$ cat config.mk
export PLATFORM = sky130hd
export DESIGN_NAME = fighter_fsm
export DESIGN_NICKNAME = d
export VERILOG_FILES = /design/src/rtl/fighter_fsm.sv
export SDC_FILE = /design/constraint.sdc
export NUM_CORES = 1
export LEC_CHECK = 0
export ABC_CLOCK_PERIOD_IN_PS = 5000
export BUFFER_PORTS_ARGS = -buffer_cell sky130_fd_sc_hd__clkbuf_2
export CORE_MARGIN = 2
export CORE_UTILIZATION = 61
export DETAILED_ROUTE_END_ITERATION = 16
export PLACE_DENSITY = 0.85
export SETUP_SLACK_MARGIN = 0.2
export SKIP_LAST_GASP = 1
export SYNTH_ARGS = -nofsm -noshare
export SYNTH_HDL_FRONTEND = slang
export SYNTH_SLANG_ARGS = --single-unit
$ cat constraint.sdc
create_clock -name clk -period 5 [get_ports clk]
set_input_delay 0.75 -clock clk [delete_from_list [all_inputs] [get_ports clk]]
set_output_delay 0.75 -clock clk [all_outputs]
set_load 0.01 [all_outputs]
$ cat src/rtl/fighter_fsm.sv
// Per-player fighter controller: action/animation state, horizontal position
// and hitbox/block flags, all advancing once per frame_tick.
module fighter_fsm #(
    parameter int START_X      = 100,
    parameter int GROUND_Y     = 300,
    parameter int MIN_X        = 0,
    parameter int MAX_X        = 527,
    parameter int FACING_RIGHT = 1,
    parameter int FWD_STEP     = 3,
    parameter int BACK_STEP    = 2,
    parameter int KNOCKBACK    = 8,
    parameter int ATK_START_N  = 5,
    parameter int ATK_END_N    = 2,
    parameter int ATK_PULL_N   = 16,
    parameter int DIR_START_N  = 4,
    parameter int DIR_END_N    = 3,
    parameter int DIR_PULL_N   = 15,
    parameter int HITSTUN_N    = 15,
    parameter int BLOCK_N      = 10
) (
    input  logic       clk,
    input  logic       rst,
    input  logic       frame_tick,
    input  logic       btn_fwd,
    input  logic       btn_back,
    input  logic       btn_attack,
    input  logic       btn_dir,
    input  logic       hit_in,
    output logic [3:0] currentstate,
    output logic [9:0] posx,
    output logic [9:0] posy,
    output logic       attack_active,
    output logic       blocking
);

    typedef enum logic [3:0] {
        S_IDLE     = 4'd0,
        S_WALK     = 4'd1,
        S_WALKBACK = 4'd2,
        S_ATKSTART = 4'd3,
        S_ATKEND   = 4'd4,
        S_ATKPULL  = 4'd5,
        S_DIRSTART = 4'd6,
        S_DIREND   = 4'd7,
        S_DIRPULL  = 4'd8,
        S_GOTHIT   = 4'd9,
        S_BLOCK    = 4'd10
    } state_t;

    localparam int SIGN = (FACING_RIGHT != 0) ? 1 : -1;
    localparam logic signed [10:0] FWD_DELTA  = 11'(SIGN * FWD_STEP);
    localparam logic signed [10:0] BACK_DELTA = 11'(-SIGN * BACK_STEP);
    localparam logic signed [10:0] KB_DELTA   = 11'(-SIGN * KNOCKBACK);
    localparam logic signed [10:0] MIN_S      = 11'(MIN_X);
    localparam logic signed [10:0] MAX_S      = 11'(MAX_X);

    state_t      state_q, state_d;
    logic [4:0]  timer_q, timer_d;
    logic [9:0]  posx_q, posx_d;
    logic        hit_pending_q, hit_pending_d;
    logic        atk_prev_q, atk_prev_d;
    logic        attack_active_q, attack_active_d;
    logic        blocking_q, blocking_d;

    logic               hit;
    logic               atk_edge;
    logic               expired;
    logic [4:0]         timer_dec;
    logic signed [10:0] delta;
    logic signed [10:0] sum;

    always_comb begin
        state_d       = state_q;
        timer_d       = timer_q;
        hit_pending_d = hit_pending_q | hit_in;
        atk_prev_d    = atk_prev_q;
        delta         = '0;
        hit           = hit_pending_q | hit_in;
        atk_edge      = btn_attack & ~atk_prev_q;
        expired       = (timer_q == 5'd0);
        timer_dec     = timer_q - 5'd1;

        if (frame_tick) begin
            hit_pending_d = 1'b0;
            atk_prev_d    = btn_attack;
            if (hit && (state_q == S_WALKBACK || state_q == S_BLOCK)) begin
                state_d = S_BLOCK;
                timer_d = 5'(BLOCK_N - 1);
            end else if (hit && state_q != S_GOTHIT) begin
                state_d = S_GOTHIT;
                timer_d = 5'(HITSTUN_N - 1);
                delta   = KB_DELTA;
            end else begin
                unique case (state_q)
                    S_IDLE, S_WALK, S_WALKBACK: begin
                        timer_d = '0;
                        if (atk_edge && btn_dir) begin
                            state_d = S_DIRSTART;
                            timer_d = 5'(DIR_START_N - 1);
                        end else if (atk_edge) begin
                            state_d = S_ATKSTART;
                            timer_d = 5'(ATK_START_N - 1);
                        end else if (btn_fwd && !btn_back) begin
                            state_d = S_WALK;
                            delta   = FWD_DELTA;
                        end else if (btn_back && !btn_fwd) begin
                            state_d = S_WALKBACK;
                            delta   = BACK_DELTA;
                        end else begin
                            state_d = S_IDLE;
                        end
                    end
                    S_ATKSTART: begin
                        state_d = expired ? S_ATKEND : state_q;
                        timer_d = expired ? 5'(ATK_END_N - 1) : timer_dec;
                    end
                    S_ATKEND: begin
                        state_d = expired ? S_ATKPULL : state_q;
                        timer_d = expired ? 5'(ATK_PULL_N - 1) : timer_dec;
                    end
                    S_DIRSTART: begin
                        state_d = expired ? S_DIREND : state_q;
                        timer_d = expired ? 5'(DIR_END_N - 1) : timer_dec;
                    end
                    S_DIREND: begin
                        state_d = expired ? S_DIRPULL : state_q;
                        timer_d = expired ? 5'(DIR_PULL_N - 1) : timer_dec;
                    end
                    S_ATKPULL, S_DIRPULL, S_GOTHIT, S_BLOCK: begin
                        state_d = expired ? S_IDLE : state_q;
                        timer_d = expired ? 5'd0 : timer_dec;
                    end
                    default: begin
                        state_d = S_IDLE;
                        timer_d = '0;
                    end
                endcase
            end
        end

        // Signed sum then clamp, so a step past either edge never wraps
        sum = $signed({1'b0, posx_q}) + delta;
        if (sum < MIN_S) begin
            posx_d = 10'(MIN_X);
        end else if (sum > MAX_S) begin
            posx_d = 10'(MAX_X);
        end else begin
            posx_d = sum[9:0];
        end

        attack_active_d = (state_d == S_ATKEND) || (state_d == S_DIREND);
        blocking_d      = (state_d == S_BLOCK);
    end

    always_ff @(posedge clk) begin
        if (rst) begin
            state_q         <= S_IDLE;
            timer_q         <= '0;
            posx_q          <= 10'(START_X);
            hit_pending_q   <= 1'b0;
            atk_prev_q      <= 1'b0;
            attack_active_q <= 1'b0;
            blocking_q      <= 1'b0;
        end else begin
            state_q         <= state_d;
            timer_q         <= timer_d;
            posx_q          <= posx_d;
            hit_pending_q   <= hit_pending_d;
            atk_prev_q      <= atk_prev_d;
            attack_active_q <= attack_active_d;
            blocking_q      <= blocking_d;
        end
    end

    assign currentstate  = state_q;
    assign posx          = posx_q;
    assign posy          = 10'(GROUND_Y);
    assign attack_active = attack_active_q;
    assign blocking      = blocking_q;

endmodule

Word-level counts from Yosys, hierarchy flattened --
Cells that the tools add are included.
Word-level totals: output and inout port bits 26, word-level logic and storage cells 79, register bits 23, input bits 8
Operators by class: magnitude comparators 2, reductions and logical operators 16, bitwise gates (word level) 3, eq/ne operators 14, multiplexer cells 33, add/sub/neg operators 2
Operators by type and width (number):
- $mux W11 | 8
- $mux W5 | 7
- $mux W4 | 8
- $pmux W5 S6 | 1
- $eq A4 B3 Y1 const B | 6
- $pmux W4 S6 | 1
- $eq A4 B4 Y1 const B | 4
- $add A11 B11 Y11 | 1
- $gt A11 B11 Y1 const B | 1
- $lt A11 B1 Y1 const B | 1
- $mux W10 | 1
- $mux W3 | 3
- $eq A4 B2 Y1 const B | 2
- $mux W7 | 1
- $mux W2 | 3
- $reduce_or A3 Y1 | 2
- $logic_and A1 B1 Y1 | 5
- $logic_not A5 Y1 | 1
- $sub A5 B1 Y5 const B | 1
- $eq A4 B1 Y1 const B | 1
- $logic_not A4 Y1 | 1
- $ne A4 B4 Y1 const B | 1
- $reduce_or A2 Y1 | 2
- $reduce_or A4 Y1 | 1
- 5 further kinds | 7

Logic depth before layout (Yosys ltp) --
Gate-level depths: netlist of the first run.
depth after elaboration 14, mapped depth 15, depth with buffers taken out 14

Least setup slack after synthesis of the first run --
Ideal clock, no wire load.
path type input port to flip-flop, start input frame_tick, end register posx_q[2] (netlist: posx[2]), buffers on the path 1, library setup time 133 ps, arrival 3562 ps, data required time 4867 ps, path slack 1305 ps, stages 12, cell sequence clkbuf_1 o31a_2 nand2_2 or4_4 fa_1 nand2b_1 a21o_2 and2_4 a21oi_2 a211oi_4 xnor2_4 o21ai_1
On the way: word-level cells in the longest chain between the ends 5, elaborated cells on any way between the ends 6, classes of those cells 1 x add/sub; 2 x order compare; 3 x mux
RTL lines:
- start: declaration | line 23 | input logic frame_tick,
- $mux W11 (*) | line 83 | if (frame_tick) begin
- $add A11 B11 Y11 (*) | line 142 | sum = $signed({1'b0, posx_q}) + delta;
- $gt A11 B11 Y1 | line 145 | end else if (sum > MAX_S) begin
- $mux W10 | line 145
- $mux W7 (*) | line 143 | if (sum < MIN_S) begin
- end signal: assignment | line 159 | posx_q <= 10'(START_X);
- end signal: assignment | line 167 | posx_q <= posx_d;
- end: declaration | line 59 | logic [9:0] posx_q, posx_d;
Mark *: on every way between the ends. The rest lies on a longest branch, timed or not. A chain may end at the register's enable or synchronous reset.

Worst setup path in the final report of the first run --
start register state_q[0] (netlist: currentstate[0]), end register posx_q[6] (netlist: posx[6])
On the way: word-level cells in the longest chain between the ends 10, elaborated cells on any way between the ends 18, classes of those cells 1 x add/sub; 2 x order compare; 4 x eq/ne; 6 x mux; 5 x reduce/logical
RTL lines:
- start: declaration | line 57 | state_t state_q, state_d;
- start signal: assignment | line 165 | state_q <= state_d;
- $eq A4 B2 Y1, or another cell as far along | line 86, 94
- $reduce_or A3 Y1 | line 94 | unique case (state_q)
- $mux W11 | line 94
- $mux W11 | line 89 | end else if (hit && state_q != S_GOTHIT) begin
- $mux W11 (*) | line 86 | if (hit && (state_q == S_WALKBACK || state_q == S_BLOCK)) begin
- $mux W11 (*) | line 83
- $add A11 B11 Y11 (*) | line 142
- $gt A11 B11 Y1 | line 145
- $mux W10 | line 145
- $mux W7 (*) | line 143
Marks and branches as above.

==> impl_metrics.env, run 1 <==
export IMPL_first_iter_violations=117
export IMPL_powerDensity_nw_per_um2=328
export IMPL_grt_usage=0.246
export IMPL_start_util=0.624
export IMPL_post_cts_buffers=0
export IMPL_cp_data_arrival_time_ns=3.99
export IMPL_clk_latency_ns=0.33
export IMPL_grt_pass1_vias=1572
export IMPL_synthTopCellsByCount="23 x dfxtp_1, 19 x nor2_1, 18 x nand2_1, 16 x a21oi_1, 13 x ha_1"
export IMPL_numPortBuffers=23
export IMPL_synth_flop_cell="dfxtp_1"
export IMPL_fin_area_um2=2150
export IMPL_yosysUniqueCellTypes=66
export IMPL_cts_resized=0
export IMPL_yosysMostFrequentCell="dfxtp_1"
export IMPL_r2r_cells=12
export IMPL_holdPathStages=2
export IMPL_synth_seq_cells=23
export IMPL_crit_type="reg2reg"
export IMPL_rows=21
export IMPL_cts_root_buffer="clkbuf_4"
export IMPL_path_clk_slew_ns=0.15
export IMPL_vdd_drop_max_uv=152
export IMPL_period_share=0.753
export IMPL_rsz0062_at_grt="no"
export IMPL_routed_wl_um=4280
export IMPL_place_worst_setup_slack_ns=0.988
export IMPL_synth_area_leaders="dfxtp_1 22%, ha_1 7.9%, buf_4 4.0%, a21oi_1 3.9%, nor2_1 3.5%"
export IMPL_cp_data_required_time_ns=5.23
export IMPL_fmaxAchievable_mhz=266
export IMPL_synth_top_cell_by_area="dfxtp_1"
export IMPL_syn_cell_area_um2=2050
export IMPL_p_leak_nw=0.900
export IMPL_die_area_um2=3840
export IMPL_via_per_inst=5.80
export IMPL_fin_crit_ns=3.77
export IMPL_hp_class="reg2reg"
export IMPL_synth_top_area_share=0.225
export IMPL_report_final_hold_viol_count=0
export IMPL_clock_sinks=23
export IMPL_finish_utilization=0.654
export IMPL_grt_max_degree=18
export IMPL_synthCells=237
export IMPL_max_slew_margin=0.345
export IMPL_yosys_warnings=0
export IMPL_tns_ns=0
export IMPL_cts_buffer_depth=2
export IMPL_ys_seq_area_frac=0.225
export IMPL_die_w_um=62.0
export IMPL_drv_slew=0
export IMPL_routedWlPerCell_um=14.3
export IMPL_antenna_cells=0
export IMPL_grt_pass1_wl_um=7090
export IMPL_route_detailed_drc=0
export IMPL_overflow=0
export IMPL_pin_count=34
export IMPL_crit_path_start_kind="register"
export IMPL_skew_ns=0.0283
export IMPL_drv_cap=0
export IMPL_die_y_um=62.0
export IMPL_max_slew_worst_pin_slew_ns=0.980
export IMPL_synth_edf_count=0
export IMPL_ant_nets=0
export IMPL_placed_area_um2=2120
export IMPL_outcome="complete, no violations"
export IMPL_nets=276
export IMPL_critPathMaxFanout=17
export IMPL_htree_levels=1
export IMPL_vias=1734
export IMPL_async_reset_ff_frac=0
export IMPL_hpwlAfterDp_um=3320
export IMPL_drive_gt1_frac=0.269
export IMPL_place_congestion=0.931
export IMPL_postCtsHoldBufs=0
export IMPL_grt_antenna_before_repair=0
export IMPL_syn_to_final_growth_pct=4.88
export IMPL_fin_ws_ns=1.23
export IMPL_cts_buffers=3
export IMPL_cp_end_kind="register"
export IMPL_fill_cells=280
export IMPL_syn_area_per_cell_um2=8.65
export IMPL_setup_viol=0
export IMPL_drt_pass1_iterations=4
export IMPL_core_area_um2=3280
export IMPL_cts_tree="done"
==> final timing paths <==
kind | startpoint | end | slack, ns
setup / recovery | currentstate[0] | posx[6] | 1.23
hold / removal | timer_q[1] | timer_q[1] | 0.50
setup reg to reg | currentstate[0] | posx[6] | 1.23
hold reg to reg | timer_q[1] | timer_q[1] | 0.50
==> power breakdown <==
part / leakage [nW] / switching (W) / internal [W]
clock: 0.0177 / 0.0000611 / 0.0000300
sequential: 0.190 / 0.0000316 / 0.000214
combinational: 0.693 / 0.000218 / 0.000152
total: 0.900 / 0.000311 / 0.000395
==> layout make-up <==
type	instances	area, um^2	share of cell area
multi-input cells	191	1440	0.672
flip-flops and latches	23	460	0.214
repair buffers	23	115	0.0536
well taps	46	57.6	0.0268
inverters	12	45.0	0.0210
clock buffers	3	22.5	0.0105
clock inverters	1	5.00	0.00233
==> cell families (layout without fill, tap and decap cells) <==
group | after synthesis | after routing | synth area share
DFF | 23 | 23 | 0.225
muxes | 1 | 1 | 0.00488
AOI/OAI and AO/OA | 66 | 66 | 0.277
and+or+nand+nor | 92 | 92 | 0.269
adders and majority gates | 14 | 14 | 0.0891
other | 2 | 10 | 0.00366
xor gates and xnor gates | 8 | 8 | 0.0470
buffers and inverters | 31 | 39 | 0.0855
==> critical path: stages (launching register included) <==
cell and delay [ns]:
dfxtp_1 0.74, nand2b_1 0.27, o31a_2 0.23, nand2_2 0.10, or4_4 0.55, fa_1 0.44
nand2b_1 0.19, a21o_2 0.23, and2_4 0.15, a21oi_2 0.16, a211oi_4 0.08, xnor2_4 0.41
o31ai_2 0.13
==> per-layer routing <==
metal,wire (um),track usage
met1,1860,0.305
met2,2210,0.436
met3,176,0.0476
met4,38,0.0547
met5,0,0
==> metrics by stage <==
| step | cells | total power [W] | hold slack (ns) |
|---|---|---|---|
| floorplan | 245 | 0.000545 | 0.459 |
| global placement | 295 | 0.000613 | 0.472 |
| detailed placement | 295 | 0.000618 | 0.484 |
| CTS | 299 | 0.000708 | 0.501 |
| global route | 299 | 0.000759 | 0.516 |
| finish | 299 | 0.000706 | 0.496 |
==> registers in the layout (all words and copies together) (netlist names) <==
signal	count
currentstate	4
attack_active	1
atk_prev_q	1
blocking	1
timer_q	5
posx	10
hit_pending_q	1
==> placed cells by master, fill, tap and decap left out, types with 2 or more instances in the layout <==
master | synthesis | layout
nand3_1 | 5 | 5
o31ai_2 | 2 | 2
a21o_1 | 2 | 2
nor3_2 | 4 | 4
xnor2_1 | 2 | 2
a211oi_2 | 3 | 3
o21ai_1 | 2 | 2
clkbuf_2 | 0 | 23
a21oi_2 | 3 | 3
or3_1 | 3 | 3
and3_1 | 3 | 3
inv_2 | 2 | 2
nor2_1 | 19 | 19
o32ai_1 | 3 | 3
nor3_1 | 9 | 9
o21ai_0 | 7 | 7
a211oi_1 | 2 | 2
ha_1 | 13 | 13
xor2_1 | 4 | 4
nand2_1 | 18 | 18
conb_1 | 2 | 10
o31ai_1 | 2 | 2
clkbuf_4 | 0 | 3
a31oi_1 | 3 | 3
nor2b_1 | 4 | 4
o211ai_1 | 2 | 2
and2b_1 | 4 | 4
nand2b_1 | 7 | 7
nor4b_2 | 2 | 2
inv_1 | 10 | 10
nand3_2 | 2 | 2
o31ai_4 | 2 | 2
dfxtp_1 | 23 | 23
a21oi_4 | 3 | 3
a22oi_1 | 2 | 2
a21oi_1 | 16 | 16
(Power assumes the default switching activity.)
==> run 2: changes to the inputs <==
--- a/config.mk
+++ b/config.mk
@@ -5,12 +5,13 @@
 export SDC_FILE = /design/constraint.sdc
 export NUM_CORES = 1
 export LEC_CHECK = 0
-export ABC_CLOCK_PERIOD_IN_PS = 5000
+export ABC_AREA = 1
+export ABC_CLOCK_PERIOD_IN_PS = 3900
 export BUFFER_PORTS_ARGS = -buffer_cell sky130_fd_sc_hd__clkbuf_2
 export CORE_MARGIN = 2
-export CORE_UTILIZATION = 61
+export CORE_UTILIZATION = 57
 export DETAILED_ROUTE_END_ITERATION = 16
-export PLACE_DENSITY = 0.85
+export PLACE_DENSITY = 0.81
 export SETUP_SLACK_MARGIN = 0.2
 export SKIP_LAST_GASP = 1
 export SYNTH_ARGS = -nofsm -noshare
==> constraint.sdc (replaced) <==
create_clock -name clk -period 3.9 [get_ports clk]
set_input_delay 0.585 -clock clk [delete_from_list [all_inputs] [get_ports clk]]
set_output_delay 0.585 -clock clk [all_outputs]
set_load 0.01 [all_outputs]
==> run 2 against run 1 <==
Via count increased by 15%. Design area decreased by 0.64%. Global-route usage increased by 0.45 points. Core utilization decreased by 1.9 points. Die area increased by 4.0%. First-iteration DRC count decreased by 4.3%. Largest cell class unchanged.
==> impl_metrics.env, run 2 <==
export IMPL_drv_cap=0
export IMPL_yosys_warnings=0
export IMPL_synth_flop_cell="dfxtp_1"
export IMPL_overflow=0
export IMPL_clk_latency_ns=0.32
export IMPL_cp_data_required_time_ns=4.13
export IMPL_powerDensity_nw_per_um2=374
export IMPL_first_iter_violations=112
export IMPL_start_util=0.594
export IMPL_drv_slew=0
export IMPL_cp_end_kind="register"
export IMPL_r2r_cells=17
export IMPL_drive_gt1_frac=0.168
export IMPL_ys_seq_area_frac=0.231
export IMPL_report_final_hold_viol_count=0
export IMPL_antenna_cells=0
export IMPL_yosysUniqueCellTypes=34
export IMPL_placed_area_um2=2110
export IMPL_die_y_um=63.2
export IMPL_place_worst_setup_slack_ns=0.703
export IMPL_cts_tree="done"
export IMPL_syn_to_final_growth_pct=6.95
export IMPL_synthCells=318
export IMPL_cp_data_arrival_time_ns=3.41
export IMPL_synth_seq_cells=23
export IMPL_hp_start="timer_q[4]"
export IMPL_yosysMostFrequentCell="nand2_1"
export IMPL_routed_wl_um=4760
export IMPL_p_leak_nw=1.17
export IMPL_fin_ws_ns=0.710
export IMPL_synth_edf_count=0
export IMPL_vdd_drop_max_uv=223
export IMPL_cts_buffer_depth=2
export IMPL_reg2reg_from="currentstate[0]"
export IMPL_synth_area_leaders="dfxtp_1 23%, nand2_1 18%, ha_1 8.1%, inv_1 7.7%, nand3_1 6.8%"
export IMPL_cts_root_buffer="clkbuf_4"
export IMPL_grt_antenna_before_repair=0
export IMPL_core_area_um2=3360
export IMPL_holdPathStages=2
export IMPL_postCtsHoldBufs=0
export IMPL_crit_type="reg2reg"
export IMPL_min_to="timer_q[4]"
export IMPL_tns_ns=0
export IMPL_cts_buffers=3
export IMPL_skew_ns=0.00176
export IMPL_grt_pass1_vias=1824
export IMPL_setup_viol=0
export IMPL_place_congestion=0.952
export IMPL_dp_cells=382
export IMPL_synth_top_area_share=0.231
export IMPL_die_w_um=63.2
export IMPL_synth_top_cell_by_area="dfxtp_1"
export IMPL_hpwlAfterDp_um=3820
export IMPL_nets=363
export IMPL_fin_area_um2=2140
export IMPL_layout_common_cells="95 x nand2_1, 41 x inv_1, 32 x nor2_1, 27 x nand3_1"
export IMPL_drt_pass1_iterations=4
export IMPL_outcome="complete, no violations"
export IMPL_rsz0062_at_grt="no"
export IMPL_async_reset_ff_frac=0
export IMPL_grt_pass1_wl_um=7980
export IMPL_grt_max_degree=14
export IMPL_ant_nets=0
export IMPL_fmaxAchievable_mhz=314
export IMPL_crit_path_start_kind="register"
export IMPL_fin_cells=386
export IMPL_clock_sinks=23
export IMPL_r2r_end="posx[6]"
export IMPL_route_detailed_drc=0
export IMPL_synthTopCellsByCount="95 x nand2_1, 41 x inv_1, 32 x nor2_1, 27 x nand3_1, 23 x dfxtp_1"
export IMPL_numPortBuffers=23
export IMPL_rows=21
export IMPL_syn_area_per_cell_um2=6.28
export IMPL_largest_reg_flops=10
export IMPL_period_share=0.818
export IMPL_reg2reg_slack_ns=0.71
export IMPL_critPathMaxFanout=9
export IMPL_hp_class="reg2reg"
export IMPL_fin_crit_ns=3.19
export IMPL_vias=1996
export IMPL_syn_cell_area_um2=2000
export IMPL_post_cts_buffers=0
export IMPL_grt_usage=0.250
export IMPL_pin_count=34
export IMPL_die_area_um2=3990
export IMPL_critPathLaunch="currentstate[0]"
export IMPL_mostFrequentLayoutCell="nand2_1"
export IMPL_via_per_inst=5.17
export IMPL_path_clk_slew_ns=0.13
export IMPL_routedWlPerCell_um=12.3
export IMPL_htree_levels=1
export IMPL_cts_resized=0
==> run 2: power by group <==
group,switching (W),internal [W]
sequential,0.0000290,0.000267
clock,0.0000776,0.0000385
combinational,0.000249,0.000137
==> run 2: how the worst max path moves through the flow <==
stage / cells after the start / end / slack, ns
floorplan: 16 / posx[5] / 1.12
detailed placement: 16 / posx[6] / 0.70
finish: 17 / posx[6] / 0.71
global route: 17 / posx[6] / 0.48
global placement: 16 / posx[6] / 0.78
CTS: 17 / posx[6] / 0.76
==> run 2: stage by stage <==
stage	power (W)	util	hold WS (ns)
5_1_grt	0.000863	0.635	0.497
4_1_cts	0.000792	0.635	0.459
3_3_place_gp	0.000674	0.627	0.440
6_report	0.000799	0.635	0.458
2_1_floorplan	0.000592	-	0.425
3_5_place_dp	0.000680	0.627	0.441
==> run 2: cell families after synthesis <==
family                   after synthesis  synth area share
AO/OA/AOI/OAI                         25            0.0733
XOR/XNOR                               5            0.0219
adder cells (fa/ha/maj)               14            0.0915
buffers and inverters                 60             0.135
flip-flops                            23             0.231
other                                  2           0.00376
AND/OR/NAND/NOR                      189             0.444
==> run 2: layer usage <==
layer / global-route usage / wire [um]
met5: 0 / 0
met4: 0.0897 / 125
met3: 0.0232 / 173
met2: 0.453 / 2340
met1: 0.307 / 2130
==> run 2: final cells by class <==
cell class | count | area [um^2]
multi-input cells | 243 | 1300
fillers | 334 | 1230
flip-flops and latches | 23 | 460
inverters | 47 | 179
repair buffers | 23 | 115
well taps | 46 | 57.6
clock buffers | 3 | 22.5
clock inverters | 1 | 5.00
==> run 2: worst max-delay path, cell delays in order (launching register included) <==
cell and delay [ns]:
dfxtp_1 0.55, inv_1 0.15, nor2_2 0.12, nand2_1 0.09, nand2_4 0.13, nand2_1 0.14, nor4_1 0.33, inv_1 0.12
fa_1 0.45, inv_1 0.10, nand3_1 0.07, nand3_1 0.11, xor2_1 0.25, nor2_1 0.10, nand3_1 0.13, nand2_4 0.10
nand3_1 0.09, nand2_1 0.06
==> run 3: changes to the inputs <==
--- a/config.mk
+++ b/config.mk
@@ -6,12 +6,12 @@
 export NUM_CORES = 1
 export LEC_CHECK = 0
 export ABC_AREA = 1
-export ABC_CLOCK_PERIOD_IN_PS = 3900
+export ABC_CLOCK_PERIOD_IN_PS = 2670
 export BUFFER_PORTS_ARGS = -buffer_cell sky130_fd_sc_hd__clkbuf_2
 export CORE_MARGIN = 2
-export CORE_UTILIZATION = 57
+export CORE_UTILIZATION = 51
 export DETAILED_ROUTE_END_ITERATION = 16
-export PLACE_DENSITY = 0.81
+export PLACE_DENSITY = 0.76
 export SETUP_SLACK_MARGIN = 0.2
 export SKIP_LAST_GASP = 1
 export SYNTH_ARGS = -nofsm -noshare
==> constraint.sdc (replaced) <==
create_clock -name clk -period 2.67 [get_ports clk]
set_input_delay 0.4005 -clock clk [delete_from_list [all_inputs] [get_ports clk]]
set_output_delay 0.4005 -clock clk [all_outputs]
set_load 0.01 [all_outputs]
==> run 3 against run 2 <==
The run now ends with setup timing left. Non-clock buffer count grew 39. Die area increased by 11%. Register-to-register slack lost 0.76 ns. Worst setup slack got worse by 0.76 ns. Wire length rose by 57%. Sequential cell count is the same. Critical path depth stayed put. Clock skew grew 0.0057 ns. Sequential power increased by 51%. Core utilization increased by 16 points.
==> impl_metrics.env, run 3 (same netlist as run 2, synthesis figures left out) <==
export IMPL_outcome="finished, violations left"
export IMPL_violations="setup timing"
export IMPL_grt_usage=0.294
export IMPL_fin_cells=428
export IMPL_die_area_um2=4430
export IMPL_syn_to_final_growth_pct=47.6
export IMPL_crit_type="reg2reg"
export IMPL_antenna_cells=0
export IMPL_clockPowerShare=0.132
export IMPL_cp_end_kind="register"
export IMPL_start_util=0.537
export IMPL_largest_reg_flops=10
export IMPL_routed_wl_um=7490
export IMPL_netSwitchingFraction=0.464
export IMPL_route_detailed_drc=0
export IMPL_whs_ns=0.454
export IMPL_comb_power_share=0.604
export IMPL_pwr_share_seq=0.264
export IMPL_drive_gt1_frac=0.437
export IMPL_fin_crit_ns=2.72
export IMPL_nets=403
export IMPL_grt_pass1_wl_um=9870
export IMPL_cts_root_buffer="clkbuf_8"
export IMPL_drv_slew=0
export IMPL_drv_cap=0
export IMPL_cts_buffers=3
export IMPL_drt_pass1_iterations=5
export IMPL_clock_sinks=23
export IMPL_setup_viol=7
export IMPL_hpwlAfterDp_um=3840
export IMPL_p_leak_nw=1.47
export IMPL_cpPeakStageDelay_ns=0.39
export IMPL_reg2reg_slack_ns=-0.05
export IMPL_core_area_um2=3720
export IMPL_mostFrequentLayoutCell="nand2_1"
export IMPL_cts_tree="done"
export IMPL_first_iter_violations=299
export IMPL_report_final_hold_viol_count=0
export IMPL_grt_max_degree=14
export IMPL_fin_ws_ns=-0.0464
export IMPL_path_cells="inv_4 > nor2_4 > nand2_4 > nand2_8 > nand2_8 > nor3_4 > ha_2 > inv_2 > fa_2 > inv_4 > nand2_2 > nand4_1 > nand2_2 > nor2_4 > nand3_4 > nand2_4 > o211ai_1"
export IMPL_dp_cells=405
export IMPL_layout_common_cells="72 x nand2_1, 35 x buf_4, 34 x inv_1, 24 x nor2_1, 23 x clkbuf_2"
export IMPL_place_worst_setup_slack_ns=-0.0550
export IMPL_ant_nets=0
export IMPL_period_share=1.02
export IMPL_rsz0062_at_grt="yes"
export IMPL_critPathMaxFanout=5
export IMPL_cp_data_required_time_ns=2.82
export IMPL_rows=22
export IMPL_powerDensity_nw_per_um2=574
export IMPL_skew_ns=0.00744
export IMPL_hp_class="in2reg"
export IMPL_routedWlPerCell_um=17.5
export IMPL_cts_buffer_depth=2
export IMPL_overflow=0
export IMPL_numPortBuffers=23
export IMPL_grt_antenna_before_repair=0
export IMPL_clk_latency_ns=0.27
export IMPL_crit_path_start_kind="register"
export IMPL_pin_count=34
export IMPL_cp_data_arrival_time_ns=2.87
export IMPL_place_congestion=0.934
export IMPL_die_w_um=66.6
export IMPL_die_y_um=66.6
export IMPL_cpMaxStageDelayCell="dfxtp_4"
export IMPL_path_clk_slew_ns=0.09
export IMPL_grt_pass1_vias=2152
export IMPL_postCtsHoldBufs=0
export IMPL_via_per_inst=5.77
export IMPL_fin_area_um2=2950
export IMPL_fmaxAchievable_mhz=368
export IMPL_p_int_w=0.000907
export IMPL_switching_power_w=0.000785
export IMPL_placed_area_um2=2310
export IMPL_vdd_drop_max_uv=378
export IMPL_vias=2471
export IMPL_htree_levels=1
## run 3: layer usage
| metal | part of all wire | wire length [um] | vias up | global-route usage |
|---|---|---|---|---|
| met5 | 0 | 0 | - | 0 |
| met4 | 0.059 | 442 | 0 | 0.151 |
| met3 | 0.082 | 612 | 52 | 0.0490 |
| met2 | 0.48 | 3610 | 179 | 0.515 |
| met1 | 0.38 | 2820 | 1128 | 0.341 |
| li1 | - | - | 1112 | - |
## run 3: worst paths after layout
kind | start | to | depth (start not counted)
setup / recovery | currentstate[0] | posx[2] | 17
hold / removal | btn_attack | atk_prev_q | 3
setup reg to reg | currentstate[0] | posx[2] | 17
hold reg to reg | timer_q[4] | timer_q[4] | 2
## run 3: repair_timing
| action | in CTS | in global routing |
|---|---|---|
| pin swaps | 18 | 24 |
| cloned | 1 | 0 |
| hold endpoints to repair | 0 | 0 |
| endpoints found under the setup margin | 10 | 10 |
| setup buffers | 12 | 6 |
| gates resized for setup | 42 | 56 |
## run 3: power groups by stage
stage	Clock (W)	Combinational, W	Sequential, W
after CTS	0.000223	0.000755	0.000442
after floorplan	0	0.000425	0.000448
final	0.000224	0.00102	0.000446
after detailed placement	0	0.000617	0.000438
after global placement	0	0.000610	0.000436
after global routing	0.000244	0.00108	0.000449
## run 3: area by class of cell
cell class | count | area [um^2]
clock inverter | 1 | 5.00
inverter | 47 | 191
fill | 225 | 769
tap | 48 | 60.1
sequential | 23 | 473
clock buffer | 3 | 41.3
timing repair buffer | 62 | 432
multi-input combinational | 244 | 1740
## run 3: metrics by stage
stage                     total power [W]  TNS (ns)  utilization
after floorplan                  0.000873         0            -
after global placement            0.00105    -0.113        0.622
after detailed placement          0.00105    -0.303        0.622
after CTS                         0.00142         0        0.724
after global routing              0.00178     -1.09        0.793
final                             0.00169    -0.168        0.793
## run 3: critical path: cells and delay by family (launching register included)
family / cells / cell delay (ns)
flip-flops: 1 / 0.39
AND/OR/NAND/NOR: 11 / 1.29
buffers and inverters: 3 / 0.23
AO/OA/AOI/OAI: 1 / 0.09
adder cells (fa/ha/maj): 2 / 0.59
